$ cat config.mk
export PLATFORM = sky130hd
export DESIGN_NAME = sm_seq_multiplier
export DESIGN_NICKNAME = d
export VERILOG_FILES = /design/src/rtl/sm_seq_multiplier.sv
export SDC_FILE = /design/constraint.sdc
export NUM_CORES = 1
export LEC_CHECK = 0
export CORE_MARGIN = 1.5
export CORE_UTILIZATION = 30
export DETAILED_ROUTE_END_ITERATION = 8
export MAX_ROUTING_LAYER = met4
export SLEW_MARGIN = 30
export SYNTH_ARGS = -nofsm -noshare
export SYNTH_HDL_FRONTEND = slang
export SYNTH_SLANG_ARGS = --single-unit
$ cat constraint.sdc
create_clock -name clk -period 6.66 [get_ports clk]
set_input_delay 1.332 -clock clk [delete_from_list [all_inputs] [get_ports clk]]
set_output_delay 1.332 -clock clk [all_outputs]
set_load 0.01 [all_outputs]
$ cat src/rtl/sm_seq_multiplier.sv
// Sequential sign-magnitude multiplier: one multiplier bit per clock through a shift-add
// accumulator, under a start/busy/done handshake, with a registered product and zero flag.
module sm_seq_multiplier #(
    parameter int unsigned MAG_W = 4
) (
    input  logic               clk,
    input  logic               rst,
    input  logic               start_i,
    input  logic [MAG_W:0]     a_i,
    input  logic [MAG_W:0]     b_i,
    output logic               busy_o,
    output logic               done_o,
    output logic [2*MAG_W:0]   product_o,
    output logic               zero_flag_o
);

    localparam int unsigned ACC_W  = 2 * MAG_W;
    localparam int unsigned PROD_W = ACC_W + 1;
    localparam int unsigned CNT_W  = (MAG_W > 2) ? $clog2(MAG_W) : 1;
    localparam int unsigned LAST   = MAG_W - 1;

    typedef enum logic [1:0] {
        S_IDLE = 2'd0,
        S_RUN  = 2'd1,
        S_DONE = 2'd2
    } state_e;

    state_e              state_q, state_d;
    logic [MAG_W-1:0]    a_q, a_d;
    logic [MAG_W-1:0]    b_q, b_d;
    logic                sign_q, sign_d;
    logic [ACC_W-1:0]    acc_q, acc_d;
    logic [CNT_W-1:0]    cnt_q, cnt_d;
    logic [PROD_W-1:0]   prod_q, prod_d;
    logic                zero_q, zero_d;
    logic                busy_q, busy_d;
    logic                done_q, done_d;
    logic [ACC_W-1:0]    addend;
    logic [ACC_W-1:0]    acc_sum;

    // State and datapath registers; reset discards any partial result.
    always_ff @(posedge clk) begin
        if (rst) begin
            state_q <= S_IDLE;
            a_q     <= '0;
            b_q     <= '0;
            sign_q  <= 1'b0;
            acc_q   <= '0;
            cnt_q   <= '0;
            prod_q  <= '0;
            zero_q  <= 1'b1;
            busy_q  <= 1'b0;
            done_q  <= 1'b0;
        end else begin
            state_q <= state_d;
            a_q     <= a_d;
            b_q     <= b_d;
            sign_q  <= sign_d;
            acc_q   <= acc_d;
            cnt_q   <= cnt_d;
            prod_q  <= prod_d;
            zero_q  <= zero_d;
            busy_q  <= busy_d;
            done_q  <= done_d;
        end
    end

    // Next-state logic and one shift-add step per RUN cycle.
    always_comb begin
        state_d = state_q;
        a_d     = a_q;
        b_d     = b_q;
        sign_d  = sign_q;
        acc_d   = acc_q;
        cnt_d   = cnt_q;
        prod_d  = prod_q;
        zero_d  = zero_q;
        addend  = b_q[cnt_q] ? (ACC_W'(a_q) << cnt_q) : '0;
        acc_sum = acc_q + addend;

        unique case (state_q)
            S_IDLE: begin
                if (start_i) begin
                    state_d = S_RUN;
                    a_d     = a_i[MAG_W-1:0];
                    b_d     = b_i[MAG_W-1:0];
                    sign_d  = a_i[MAG_W] ^ b_i[MAG_W];
                    acc_d   = '0;
                    cnt_d   = '0;
                end
            end
            S_RUN: begin
                acc_d = acc_sum;
                cnt_d = cnt_q + CNT_W'(1);
                // Final step writes straight to the outputs; a zero magnitude forces a positive sign.
                if (cnt_q == CNT_W'(LAST)) begin
                    state_d = S_DONE;
                    zero_d  = (acc_sum == '0);
                    prod_d  = {sign_q & (acc_sum != '0), acc_sum};
                end
            end
            S_DONE: begin
                state_d = S_IDLE;
            end
            default: begin
                state_d = S_IDLE;
            end
        endcase

        busy_d = (state_d == S_RUN);
        done_d = (state_d == S_DONE);
    end

    assign busy_o      = busy_q;
    assign done_o      = done_q;
    assign product_o   = prod_q;
    assign zero_flag_o = zero_q;

endmodule

== Yosys cells after proc, flatten, opt, wreduce, memory -nomap -nowiden ==
Index checks and enable logic that the tools add are counted.
Word-level totals
  register bits: 33
  input port bits: 13
  output and inout port bits: 12
  word-level logic and storage cells: 38
Cells by class
  shifts and indexed selects: 1
  add/sub/neg operators: 2
  muxes and demuxes: 10
  reductions and logical operators: 7
  eq/ne operators: 5
  bitwise gates (word level): 2
  magnitude comparators: 1
Operator list (number)
  two-way mux 8 bit: 2
  case mux 8 bit (2 select lines): 1
  adder 8 bit: 1
  logical NOT 8 bit: 1
  case mux 2 bit (2 select lines): 2
  nonzero test 8 bit: 1
  left shift 4 x 2 -> 8 bit: 1
  two-way mux 2 bit: 3
  AND reduction 2 bit: 3
  equality test 2 x 1 -> 1 bit (second input constant): 2
  equality test 2 bit (second input constant): 2
  < comparator 2 x 3 -> 1 bit (second input constant): 1
  adder 2 x 1 -> 2 bit (second input constant): 1
  binary-select mux 1 bit (select 2 bit): 1
  logical NOT 2 bit: 1
  != test 2 bit (second input constant): 1
  nonzero test 2 bit: 1
  bitwise AND 1 bit: 1
  two-way mux 1 bit: 1
  XOR 1 bit: 1

== Logic depth before layout (Yosys ltp) ==
  word-level depth: 6
  depth in mapped cells: 11
  mapped depth without buffers: 10

== Worst setup path after synthesis ==
Ideal clock, no wire load.
  path type: flip-flop to flip-flop
  from: register cnt_q[1]
  to: register zero_q, in the netlist zero_flag_o
  library setup time: 0.114 ns
  clock period less this slack: 2.608 ns
  data required time: 6.546 ns
  buffers on the path: 1
  cell stages (with the launch flop): 10
  slack: 4.052 ns
  arrival time: 2.494 ns
  cells stage by stage: dfxtp_1 -> clkbuf_1 -> mux2_1 -> o211a_1 -> ha_1 -> or2_2 -> and3_4 -> o311ai_4 -> nor4_2 -> a21bo_1
Between the ends
  longest elaborated chain between the ends: 5
  elaborated cells between the ends (all ways): 8
  classes of those cells: add/sub (1); eq/ne (1); shift (1); mux (3); reduce/logical (2)
Ends and longest elaborated chain
  start, declared: RTL line 33  | logic [CNT_W-1:0] cnt_q, cnt_d;
  start signal, assigned: RTL line 60  | cnt_q <= cnt_d;
  binary-select mux 1 bit (select 2 bit): RTL line 78  | addend = b_q[cnt_q] ? (ACC_W'(a_q) << cnt_q) : '0;
  two-way mux 1 bit (not written as such): RTL line 78
  two-way mux 8 bit: RTL line 78
  adder 8 bit: RTL line 79  | acc_sum = acc_q + addend;
  logical NOT 8 bit: RTL line 98  | zero_d = (acc_sum == '0);
  end signal, assigned: RTL line 62  | zero_q <= zero_d;
  end, declared: RTL line 35  | logic zero_q, zero_d;
Parallel ways exist; a longest one is shown, timed or not. The select of a mux whose other input is x is not followed.
A chain may end at the register's enable or synchronous reset.

== Worst setup path in the final report ==
  from: register cnt_q[0]
  to: register zero_q, in the netlist zero_flag_o
The elaborated chain is that of the path after synthesis.

==> reports/results.txt <==
The tools report the final-layout fill cell count as 584. The clock root buffer is sky130_fd_sc_hd__clkbuf_8. The worst path needs 2.936 ns of the cycle, external delays included. Leaving out fill and tap cells, the most frequent cell in the layout is sky130_fd_sc_hd__dfxtp_1. The fraction of layout cells with a size suffix above 1 is 8.824%. In this run switching power makes up 24.05% of total power.

Along the worst path, the maximum fanout reaches 15. The logs give 6.84 ns for the data required time at the worst endpoint and 0 ns for the accumulated negative setup slack. Counting cells, the worst reg-to-reg path comes to 8. Dividing the detail-routed via count by the number of cells gives 4.953.

In this run, post-CTS repair resized a total of 0 instances. For the worst setup path, the data arrival time is 3.11 ns. The multi-input combinational cells in the finished layout cover a total of 1005 sq um. In the final routed layout, each cell accounts on average for 12.90 um. The flow ran to the end, and the final reports show no timing, DRC or antenna violations. The kind of end point of the critical path is a flop. The worst path uses 44.09% of the clock period. After synthesis, flip-flops and latches occupy 38.94% of the total area. The analysis attributes to cell leakage a power of 0.7886 nW. Counting every instance in the synthesized netlist gives 184. The most used flip-flop cell after synthesis is sky130_fd_sc_hd__dfxtp_1. In this run the number of H-tree levels came out at 2.

The logs give 44.07% for the relative slew slack and 2 for the maximum count of clock buffers along a single path. The top cell types in the final layout, fill and taps aside, are sky130_fd_sc_hd__dfxtp_1, sky130_fd_sc_hd__nor2_1, sky130_fd_sc_hd__clkdlybuf4s50_1. After synthesis, the largest family of logic cells by area is compound AO/OA/AOI/OAI gates. Global routing finished with a remaining overflow of 0. Clock-pin slew was measured on the worst setup and hold paths at 0.07 ns. In this run the standard cell core region covers 5473 sq um. The analysis attributes to net switching a power of 0.09172 mW.

The tools report the via count of the first global-routing pass as 1,270. Setup violations remaining at the end of the flow were counted as 0. Sequential cells account for 54.8% of the total power. For the maximum VDD drop, the log shows 0.1283 mV. The finished cells cover 2081 sq um. Counting the buffers created by CTS gives 5. The initial antenna violation count came out at 0. Once the clock tree was built, the setup fixing pass inserted 0 buffers.

The count of TritonRoute iterations in the first routing pass was 4; the mapped cell area was 1697 sq um. Max-cap violations in this run came to 0. The worst hold path was traced through 2 stages.

The number of failing hold endpoints at the final stage came out at 0. The worst path meets setup with 3.724 ns of slack. For the pin with the worst max-slew slack, the measured transition is 0.8373 ns. The initial utilization of the core area, before any placement, comes to 31.00%.

Relative to the synthesized area, the layout overhead comes to 22.64%. The number of input and output port buffers inserted is 24. The count of inserted antenna diode cells was 0; the die span in x was 78.20 um.

The number of clock sinks seen by CTS came out at 33. The finished layout holds 276 standard cells, fillers aside. Setup repair after global routing left no endpoint under its margin. The number of pins with negative max-slew slack in the final report came out at 0.

Clock skew on the completed layout was measured at 0.003973 ns. The detail route stage leaves a number of antenna-violating nets equal to 0. The power density normalized to cell area was 183.3 nW/um^2. Of the total synthesized cell area, the portion taken by XOR and XNOR cells is 1.549%. The critical path is of the flop to flop type. The die covers 6115 sq um. Summing the areas of all compound-gate instances in the mapped netlist gives 21.68% of the synthesized area. The clock network burns 36.0% of the power. Number of flops mapped to enable cells by yosys: 0. Clock latency of the later-clocked register in the worst-skew pair: 0.28 ns. The Yosys step of the flow raised 0 warnings. For the standard-cell row count, the log shows 27.

STA classifies the critical path startpoint as a flop. For this block, the initial DRC count from the detailed router was 87. Entering global routing, the biggest net connects 35 pins. The worst hold path belongs to the class flop to flop. The post-layout net count was 227.

Counting every net in the synthesized netlist gives 206. The final routed wirelength across all metal layers was 3.561 mm. The fraction of registers with async set or reset after synthesis came out at 0%. The run gives 270 as the cell total after placement. The worst setup slack before clock tree synthesis was 3.621 ns; the simple-gate share of the synthesized area was 20.13%. The first global-routing pass estimated 6.030 mm of wire. The tools report the maximum clock frequency as 340.6 MHz. The total global routing track utilization is 13.00%, and the post-placement cell area is 1997 sq um. In the routed design, unresolved DRC markers number 0. The run gives 2.589 mm as the sum of net half-perimeters after detailed placement. TritonCTS built the clock tree. The placer's final routability congestion estimate is 0.8417. For this block, the via count after detailed routing is 1,367. The tools report the number of hold buffers added after CTS as 0.

The synthesized design contains 33 register bits. Register area: 660.6 sq um. Dividing the synthesized area by the synthesized cell count gives 9.221 sq um. The share of the core filled with cells in the final layout came out at 38.02%. The tools report the cell-internal power as 0.2897 mW. The tools report the top-level port count as 25. The arithmetic-cell share of the synthesized area counting full adders, half adders and majority gates came out at 7.080%. The share of synthesized area spent on multiplexers is 7.891%. The share of total power in combinational logic came out at 9.1%. The chip height was 78.20 um.

For the count of unique library cells instantiated by Yosys, the log shows 45.
-- worst max-delay path, stage by stage, from the launching register on --
cell and delay (ns):
sky130_fd_sc_hd__dfxtp_1 0.60, sky130_fd_sc_hd__mux4_2 0.58, sky130_fd_sc_hd__and2_1 0.16, sky130_fd_sc_hd__ha_1 0.32, sky130_fd_sc_hd__a211o_1 0.35, sky130_fd_sc_hd__and3_4 0.20
sky130_fd_sc_hd__o311ai_4 0.32, sky130_fd_sc_hd__nor4_2 0.10, sky130_fd_sc_hd__a21bo_1 0.20
-- power groups by stage --
stage,registers (mW),clock network (mW),logic (mW)
after floorplan,0.211,0,0.0235
after global placement,0.213,0,0.0344
after detailed placement,0.213,0,0.0347
after CTS,0.209,0.139,0.0348
after global routing,0.210,0.148,0.0385
final,0.209,0.137,0.0348
-- stage by stage --
step	total power [mW]	hold slack, ns
after floorplan	0.2340	0.4559
final	0.3814	0.4539
after detailed placement	0.2480	0.4497
after global placement	0.2476	0.4456
after global routing	0.3966	0.4773
after CTS	0.3831	0.4587
-- logic make-up after synthesis --
| kind of cell | Yosys count |
|---|---|
| AO/OA/AOI/OAI | 45 |
| XOR/XNOR | 3 |
| adder cells (fa/ha/maj) | 9 |
| buffers and inverters | 12 |
| flip-flops | 33 |
| multiplexers | 12 |
| AND/OR/NAND/NOR | 70 |
-- cell type report --
type                            count  area share (%)
Tap cell                           72           4.330
Multi-Input combinational cell    139           48.29
Timing Repair Buffer               25           11.91
Inverter                            1          0.1804
Clock inverter                      1          0.2405
Sequential cell                    33           31.75
Clock buffer                        5           3.307
-- cell usage after synthesis, types with 2 or more instances --
| cell | count | area share, % |
|---|---|---|
| sky130_fd_sc_hd__a211oi_1 | 4 | 1.8 |
| sky130_fd_sc_hd__a21oi_1 | 12 | 3.5 |
| sky130_fd_sc_hd__a22oi_1 | 9 | 4.0 |
| sky130_fd_sc_hd__and2_1 | 4 | 1.5 |
| sky130_fd_sc_hd__clkbuf_1 | 10 | 2.2 |
| sky130_fd_sc_hd__dfxtp_1 | 33 | 39 |
| sky130_fd_sc_hd__ha_1 | 8 | 5.9 |
| sky130_fd_sc_hd__mux2i_1 | 10 | 5.9 |
| sky130_fd_sc_hd__nand2_1 | 21 | 4.6 |
| sky130_fd_sc_hd__nand3_1 | 2 | 0.59 |
| sky130_fd_sc_hd__nand3b_1 | 3 | 1.3 |
| sky130_fd_sc_hd__nor2_1 | 26 | 5.8 |
| sky130_fd_sc_hd__nor2b_1 | 2 | 0.74 |
| sky130_fd_sc_hd__nor3_1 | 2 | 0.59 |
| sky130_fd_sc_hd__nor3b_1 | 3 | 1.3 |
| sky130_fd_sc_hd__o211a_1 | 2 | 1.2 |
| sky130_fd_sc_hd__o211ai_1 | 2 | 0.88 |
| sky130_fd_sc_hd__o21ai_0 | 2 | 0.59 |
| sky130_fd_sc_hd__o21ai_1 | 2 | 0.59 |
| sky130_fd_sc_hd__xor2_1 | 2 | 1.0 |
-- routing by layer --
metal | vias up | routed length (um) | track usage (%)
met5 | - | 0 | -
met2 | 22 | 1611 | 18.78
met4 | 0 | 70 | 5.893
met1 | 635 | 1759 | 16.87
li1 | 701 | - | -
met3 | 9 | 120 | 3.605
-- state kept, by name (all words and copies together), names as in the netlist --
name,count
cnt_q,2
busy_o,1
product_o,9
acc_q,8
sign_q,1
state_q,2
a_q,4
b_q,4
done_o,1
zero_flag_o,1
-- worst paths after layout --
path	start	endpoint	slack, ns
setup / recovery	cnt_q[0]	zero_flag_o	3.72
hold / removal	product_o[3]	product_o[3]	0.45
setup reg to reg	cnt_q[0]	zero_flag_o	3.72
hold reg to reg	product_o[3]	product_o[3]	0.45
Power figures use the tool's default switching activity.
